`src/rtl/pipe_ctrl_pkg.sv`:
```
// Shared encodings for the pipeline sequencing controller: FSM states, the
// opcodes whose rt field is a source operand, and the default halt word.
package pipe_ctrl_pkg;

    typedef enum logic [2:0] {
        RUN   = 3'd0,
        STALL = 3'd1,
        FLUSH = 3'd2,
        DRAIN = 3'd3,
        DONE  = 3'd4
    } state_t;

    localparam logic [5:0]  OP_RTYPE = 6'h00;
    localparam logic [5:0]  OP_BEQ   = 6'h04;
    localparam logic [5:0]  OP_BNE   = 6'h05;
    localparam logic [5:0]  OP_SW    = 6'h2B;

    localparam logic [31:0] HALT_WORD_DEFAULT = 32'hFFFF_FFFF;

    function automatic logic rt_is_source(input logic [5:0] opcode);
        return (opcode == OP_RTYPE) || (opcode == OP_BEQ) ||
               (opcode == OP_BNE)   || (opcode == OP_SW);
    endfunction

endpackage

```
`src/rtl/pipe_hazard_ctrl_hazard_detect.sv`:
```
// Combinational load-use compare between the load in ID/EX and the
// source registers of the instruction in IF/ID.
module hazard_detect
    import pipe_ctrl_pkg::*;
(
    input  logic [31:16] id_instr,
    input  logic         id_valid,
    input  logic         ex_mem_read,
    input  logic [4:0]   ex_rt,
    output logic         load_use
);

    logic [5:0] opcode;
    logic [4:0] rs;
    logic [4:0] rt;
    logic       rs_hit;
    logic       rt_hit;

    assign opcode = id_instr[31:26];
    assign rs     = id_instr[25:21];
    assign rt     = id_instr[20:16];

    assign rs_hit = (ex_rt == rs);
    assign rt_hit = rt_is_source(opcode) && (ex_rt == rt);

    // $zero is never a real dependency, so a load to r0 cannot stall.
    assign load_use = id_valid && ex_mem_read && (ex_rt != 5'd0) && (rs_hit || rt_hit);

endmodule

```
`src/rtl/pipe_hazard_ctrl.sv`:
```
// Pipeline sequencing controller: load-use stall, taken-branch flush, halt drain.
// Optional performance counters are enabled with PIPE_HAZARD_CTRL_PERF_EN.
//
// state | meaning
// RUN   | normal issue; hazards, branches and halt are evaluated
// STALL | one-cycle bubble after a load-use hazard
// FLUSH | one cycle after a taken branch; IF/ID contents ignored
// DRAIN | halt seen; freeze front end while older instructions retire
// DONE  | pipeline drained; terminal until reset
module pipe_hazard_ctrl
    import pipe_ctrl_pkg::*;
#(
    parameter int          DRAIN_CYCLES = 4,
    parameter logic [31:0] HALT_WORD    = HALT_WORD_DEFAULT
) (
    input  logic        CLK,
    input  logic        RESET,
    input  logic [31:0] id_instr,
    input  logic        id_valid,
    input  logic        ex_mem_read,
    input  logic [4:0]  ex_rt,
    input  logic        ex_branch_taken,
    output logic        pc_write,
    output logic        if_id_write,
    output logic        id_ex_bubble,
    output logic        if_id_flush,
    output logic        id_ex_flush,
    output logic        done,
`ifdef PIPE_HAZARD_CTRL_PERF_EN
    output logic [31:0] cycle_cnt,
    output logic [31:0] stall_cnt,
    output logic [31:0] flush_cnt,
`endif
    output logic [2:0]  state
);

    localparam int CNT_W = (DRAIN_CYCLES > 1) ? $clog2(DRAIN_CYCLES) : 1;
    localparam logic [CNT_W-1:0] CNT_LOAD = CNT_W'(DRAIN_CYCLES - 1);

    state_t           state_q, state_d;
    logic [CNT_W-1:0] cnt_q, cnt_d;
    logic             load_use;
    logic             halt_seen;
    logic             stall_evt;
    logic             flush_evt;

    hazard_detect u_hazard_detect (
        .id_instr    (id_instr[31:16]),
        .id_valid    (id_valid),
        .ex_mem_read (ex_mem_read),
        .ex_rt       (ex_rt),
        .load_use    (load_use)
    );

    assign halt_seen = id_valid && (id_instr == HALT_WORD);

    always_ff @(posedge CLK or negedge RESET) begin
        if (!RESET) begin
            state_q <= RUN;
            cnt_q   <= '0;
        end else begin
            state_q <= state_d;
            cnt_q   <= cnt_d;
        end
    end

    always_comb begin
        state_d      = state_q;
        cnt_d        = cnt_q;
        pc_write     = 1'b1;
        if_id_write  = 1'b1;
        id_ex_bubble = 1'b0;
        if_id_flush  = 1'b0;
        id_ex_flush  = 1'b0;
        done         = 1'b0;
        stall_evt    = 1'b0;
        flush_evt    = 1'b0;

        unique case (state_q)
            RUN: begin
                // A taken branch makes the ID instruction wrong-path, so it wins.
                if (ex_branch_taken) begin
                    if_id_flush = 1'b1;
                    id_ex_flush = 1'b1;
                    flush_evt   = 1'b1;
                    state_d     = FLUSH;
                end else if (halt_seen) begin
                    pc_write     = 1'b0;
                    if_id_write  = 1'b0;
                    id_ex_bubble = 1'b1;
                    cnt_d        = CNT_LOAD;
                    state_d      = DRAIN;
                end else if (load_use) begin
                    pc_write     = 1'b0;
                    if_id_write  = 1'b0;
                    id_ex_bubble = 1'b1;
                    stall_evt    = 1'b1;
                    state_d      = STALL;
                end
            end
            STALL: begin
                if (ex_branch_taken) begin
                    if_id_flush = 1'b1;
                    id_ex_flush = 1'b1;
                    flush_evt   = 1'b1;
                    state_d     = FLUSH;
                end else begin
                    state_d = RUN;
                end
            end
            FLUSH: begin
                state_d = RUN;
            end
            DRAIN: begin
                pc_write     = 1'b0;
                if_id_write  = 1'b0;
                id_ex_bubble = 1'b1;
                if (cnt_q == '0) begin
                    state_d = DONE;
                end else begin
                    cnt_d = cnt_q - 1'b1;
                end
            end
            DONE: begin
                pc_write     = 1'b0;
                if_id_write  = 1'b0;
                id_ex_bubble = 1'b1;
                done         = 1'b1;
            end
            default: begin
                state_d = RUN;
            end
        endcase

        // Reset holds the front end cleared regardless of registered state.
        if (!RESET) begin
            pc_write     = 1'b0;
            if_id_write  = 1'b0;
            id_ex_bubble = 1'b0;
            if_id_flush  = 1'b1;
            id_ex_flush  = 1'b1;
            done         = 1'b0;
            stall_evt    = 1'b0;
            flush_evt    = 1'b0;
        end
    end

    assign state = state_q;

`ifdef PIPE_HAZARD_CTRL_PERF_EN
    logic [31:0] cycle_cnt_q, stall_cnt_q, flush_cnt_q;

    always_ff @(posedge CLK or negedge RESET) begin
        if (!RESET) begin
            cycle_cnt_q <= '0;
            stall_cnt_q <= '0;
            flush_cnt_q <= '0;
        end else begin
            if (state_q != DONE) cycle_cnt_q <= cycle_cnt_q + 32'd1;
            if (stall_evt)       stall_cnt_q <= stall_cnt_q + 32'd1;
            if (flush_evt)       flush_cnt_q <= flush_cnt_q + 32'd1;
        end
    end

    assign cycle_cnt = cycle_cnt_q;
    assign stall_cnt = stall_cnt_q;
    assign flush_cnt = flush_cnt_q;
`endif

endmodule

```
`config.mk`:
```
export PLATFORM = sky130hd
export DESIGN_NAME = pipe_hazard_ctrl
export DESIGN_NICKNAME = d
export VERILOG_FILES = /design/src/rtl/pipe_ctrl_pkg.sv /design/src/rtl/pipe_hazard_ctrl_hazard_detect.sv /design/src/rtl/pipe_hazard_ctrl.sv
export SDC_FILE = /design/constraint.sdc
export NUM_CORES = 1
export LEC_CHECK = 0
export CAP_MARGIN = 20
export CORE_UTILIZATION = 31
export DETAILED_ROUTE_END_ITERATION = 6
export PLACE_DENSITY_LB_ADDON = 0.2
export SKIP_CTS_REPAIR_TIMING = 1
export SLEW_MARGIN = 20
export SYNTH_ARGS = -nofsm -noshare
export SYNTH_HDL_FRONTEND = slang
export SYNTH_SLANG_ARGS = --single-unit
```
`constraint.sdc`:
```
create_clock -name CLK -period 2.7 [get_ports CLK]
set_clock_uncertainty 0.2 [all_clocks]
set_input_delay 0.54 -clock CLK [delete_from_list [all_inputs] [get_ports CLK]]
set_output_delay 0.54 -clock CLK [all_outputs]
set_load 0.01 [all_outputs]
```
### After elaboration in Yosys (flattened, before gate mapping)

Cells that the tools add are included.

* input bits: 42
* output and inout port bits: 9
* bits in registers: 5
* logic and storage cells: 61

* mux-type cells: 25
* equal/unequal tests: 14
* bitwise logic cells: 1
* add/subtract/negate cells: 1
* reductions and logical operators: 18

Operators with widths (number)
* equality test 32 bit, second input constant: 1
* 2-to-1 mux 1 bit: 13
* equality test 6 x 3 -> 1 bit, second input constant: 2
* 2-to-1 mux 3 bit: 4
* case mux 3 bit (4 select lines): 1
* equality test 5 bit: 2
* 2-to-1 mux 2 bit: 4
* != test 2 bit, second input constant: 4
* equality test 6 bit, second input constant: 1
* logical NOT 6 bit: 1
* logical AND 1 bit: 5
* nonzero test 5 bit: 1
* logical OR 1 bit: 4
* != test 4 bit, second input constant: 1
* case mux 1 bit (2 select lines): 2
* case mux 2 bit (2 select lines): 1
* AND reduction 4 bit: 1
* OR reduction 2 bit: 2
* equality test 3 x 1 -> 1 bit, second input constant: 1
* equality test 3 x 2 -> 1 bit, second input constant: 1
* equality test 3 bit, second input constant: 1
* logical NOT 3 bit: 1
* AND reduction 3 bit: 1
* logical NOT 2 bit: 1
* 3 further kinds: 3

### Depth between registers and ports, before layout

* depth after elaboration: 12
* depth in mapped cells: 6
* mapped depth without buffers: 6

### Cells and area by module

Synthesis repeated with hierarchy kept, for this count alone.

* cells, all modules: 69
* area total of the unflattened synthesis: 574.3 µm²

Modules (own cells, without submodules)
* pipe_hazard_ctrl: area each 419.2 µm², sequential area each 125.1 µm², times used 1, cells an instance 49
* hazard_detect: area each 155.1 µm², sequential area each 0.0 µm², times used 1, cells an instance 20

### Worst setup path after synthesis

OpenSTA, ideal clock, no wires.

* path kind: in2out
* start: in id_instr[27]
* end: out pc_write
* stages on the path: 5
* setup slack: 0.083 ns
* buffers on the path: 1
* arrival: 1.877 ns
* data required time: 1.960 ns
* cells stage by stage: or4_4 a2111oi_4 o21ai_2 o2bb2ai_1 buf_4

* word-level cells in the longest chain between the ends: 12
* elaborated cells between the ends (all ways): 17
* classes of those cells: eq/ne (4); mux (5); reduce/logical (8)

RTL lines
* from (decl): line pipe_hazard_ctrl.sv:18 `input logic [31:0] id_instr,`
* equality test 6 x 3 -> 1 bit or logical NOT 6 bit (tied branches): line pipe_ctrl_pkg.sv:21 `return (opcode == OP_RTYPE) || (opcode == OP_BEQ) ||`
* logical OR 1 bit (2 in series): line pipe_ctrl_pkg.sv:21
* logical OR 1 bit: line pipe_ctrl_pkg.sv:22 `(opcode == OP_BNE) || (opcode == OP_SW);`
* logical AND 1 bit: line pipe_hazard_ctrl_hazard_detect.sv:24 `assign rt_hit = rt_is_source(opcode) && (ex_rt == rt);`
* logical OR 1 bit: line pipe_hazard_ctrl_hazard_detect.sv:27 `assign load_use = id_valid && ex_mem_read && (ex_rt != 5'd0) && (rs_hit || rt_hit);`
* logical AND 1 bit: line pipe_hazard_ctrl_hazard_detect.sv:27
* 2-to-1 mux 1 bit
* 2-to-1 mux 1 bit (*) (2 in series)
* case mux 1 bit (2 select lines) (*)
* 2-to-1 mux 1 bit (*)
* to (decl): line pipe_hazard_ctrl.sv:23 `output logic pc_write,`

Mark *: on every way between the ends. The rest lies on a longest branch, timed or not.

### Final worst setup path

* start: in id_instr[26]
* end: out id_ex_bubble

* word-level cells in the longest chain between the ends: 12
* elaborated cells between the ends (all ways): 17
* classes of those cells: eq/ne (4); mux (5); reduce/logical (8)

RTL lines
* equality test 6 x 3 -> 1 bit or logical NOT 6 bit (tied branches): line pipe_ctrl_pkg.sv:21
* logical OR 1 bit (2 in series): line pipe_ctrl_pkg.sv:21
* logical OR 1 bit: line pipe_ctrl_pkg.sv:22
* logical AND 1 bit: line pipe_hazard_ctrl_hazard_detect.sv:24
* logical OR 1 bit: line pipe_hazard_ctrl_hazard_detect.sv:27
* logical AND 1 bit: line pipe_hazard_ctrl_hazard_detect.sv:27
* 2-to-1 mux 1 bit: line pipe_hazard_ctrl.sv:93 `end else if (load_use) begin`
* 2-to-1 mux 1 bit (*): line pipe_hazard_ctrl.sv:87 `end else if (halt_seen) begin`
* 2-to-1 mux 1 bit (*): line pipe_hazard_ctrl.sv:82 `if (ex_branch_taken) begin`
* case mux 1 bit (2 select lines) (*): line pipe_hazard_ctrl.sv:79 `unique case (state_q)`
* 2-to-1 mux 1 bit (*): line pipe_hazard_ctrl.sv:136 `if (!RESET) begin`
* to (decl): line pipe_hazard_ctrl.sv:25 `output logic id_ex_bubble,`

Marked as above.

==> reports/results.ini <==
[floorplanning]
dieArea_um2 = 2100
die_h_um = 45.83
die_w_um = 45.83
rows = 15
initial_utilization_pct = 33.76
pin_count = 51
placeableCoreArea_um2 = 1764

[layout]
final_common_cell = clkdlybuf4s50_1
diodes = 0
fin_cells = 168
fin_util_pct = 75.67
drive_gt1_share_pct = 26.57
layout_common_cells = 28 x clkdlybuf4s50_1, 19 x buf_4, 17 x dlymetal6s2s_1, 8 x nand4_1, 7 x xnor2_1
synthToLayoutAreaGrowth_pct = 124.2
layout.nets = 187

[logic_synthesis]
synth_cell_type_count = 32
synth-seq-cells = 5
yosysWarnings = 0
async_reset_ff_share_pct = 100.0
synth_cells = 72
synth_ff_type = dfrtp_1
yosysSeqAreaShare_pct = 21.01
synth_area_um2 = 595.6
synth_area_per_cell_um2 = 8.272
synth-edff-count = 0
synth_nets = 115

[clock_network]
htreeDepth = 1
cts_inserted_buffers = 3
cts_buffer_depth = 2
clock_latency_ns = 0.25
cts_root_buf = clkbuf_4
cts.sinks = 5
cts_tree = built
path_clk_slew_ns = 0.05

[worst_setup_path]
crit_family = simple AND/OR/NAND/NOR gates
crit_fanout = 3
endpoint_kind = output pin
required_ns = 1.96
crit_buf_inv = 2
critPathMaxStageDelay_ns = 0.54
path_cells = buf_6 > nor2b_4 > or4_4 > a2111oi_4 > o21ai_2 > a31oi_2 > buf_2
path_class = in -> out
slowest_stage = or4_4
cp-start-kind = input pin
cp.arrival_ns = 2.08
rrSetupSlack_ns = 0.99

[timing]
finalHoldViolations = 0
tightest_slew_ns = 0.4122
finalSetupViolCount = 3
setup-tns-final_ns = -0.2629
max_freq_ghz = 0.3542
finalCritPeriodShare_pct = 104.6
maxSlewViolCount = 0
fin_ws_ns = -0.1230
post-route-min-period_ns = 2.823
slew_headroom_pct = 72.31
rsz0062_at_grt = true
hold_slack_ns = 0.1016

[placed_design]
placed_cells = 161
dp_slack_ns = -0.8006
dp_hpwl_mm = 1.800
port_buffers = 50
place_congestion = 0.7845

[grt]
grt_pass1_vias = 852
grt_max_degree = 8
grt_pass1_wl_mm = 3.236
antenna_found_initial = 0
grt_overflow = 0
grtUsageTotal_pct = 21.34

[run_status]
status = finished, violations left
violations = negative setup slack

[routing]
drc = 0
ant_nets = 0
routed_wirelength_mm = 2.161
vias = 827
vias_per_cell = 4.923
drt_first_pass_iters = 4
wire_per_inst_um = 12.86
drtIter0Drc = 7

[pwr]
p_per_area_nw_per_um2 = 308.0
leakage_nw = 0.6696
vdd_drop_max_mv = 0.2562

[run]
maxCapViolCount = 0

[min_path]
hp-class = in -> async

path summary, 6_finish.rpt:
kind                              start            to  cells after the start
setup / recovery           id_instr[26]  id_ex_bubble                      7
hold reg to reg                cnt_q[0]      cnt_q[0]                      1
min in group CLK               cnt_q[0]      cnt_q[0]                      1
max in group asynchronous         RESET      cnt_q[1]                      2
hold / removal                    RESET      state[1]                      2
setup reg to reg               cnt_q[0]      cnt_q[1]                      6
power by group:
group	internal (mW)	switching, mW	leakage (nW)
Sequential	0.0853	0.00746	0.0578
Clock	0.0563	0.0373	0.0150
Combinational	0.139	0.0858	0.597
Total	0.281	0.131	0.670
routing by layer:
metal / GRT usage [%] / up-vias / wire, um
met2: 42.86 / 32 / 1197
met5: 0 / - / 0
li1: - / 411 / -
met4: 4.118 / 0 / 17
met1: 21.38 / 381 / 802
met3: 5.952 / 3 / 144
synth_stat cells, drive strengths merged, types with 3 or more instances:
cell   n  share of area [%]
nor2   6                3.8
xnor2  7                 10
nor3   3                2.5
nand3  3                2.5
xor2   3                4.4
inv    4                2.5
nand2  4                2.5
dfrtp  5                 21
nand4  8                8.4
cell type report:
cell class                 count  area (um^2)
clock buffer                   4        26.28
sequential                     5        125.1
tap                           25        31.28
timing repair buffer          70        678.2
inverter                       4        15.01
fill                         146        429.2
multi-input combinational     60        459.2
flip-flops by register name, indices dropped and copies added, names as in the netlist:
name / count
cnt_q: 2
state: 3
metrics by stage:
step / cell area, um^2 / power, mW
2_1_floorplan: 595.6 / 0.1757
3_3_place_gp: 1236 / 0.3151
3_5_place_dp: 1236 / 0.3205
4_1_cts: 1262 / 0.4180
5_1_grt: 1335 / 0.4371
6_report: 1335 / 0.4112
cell families after synthesis:
family                     synth area share (%)
DFF                                       21.01
xor gates and xnor gates                  14.71
and+or+nand+nor                           31.51
AOI/OAI and AO/OA                         25.00
buffers and inverters                     5.670
adders and majority gates                 2.101
Note: power is estimated with default switching activity, not from simulation.
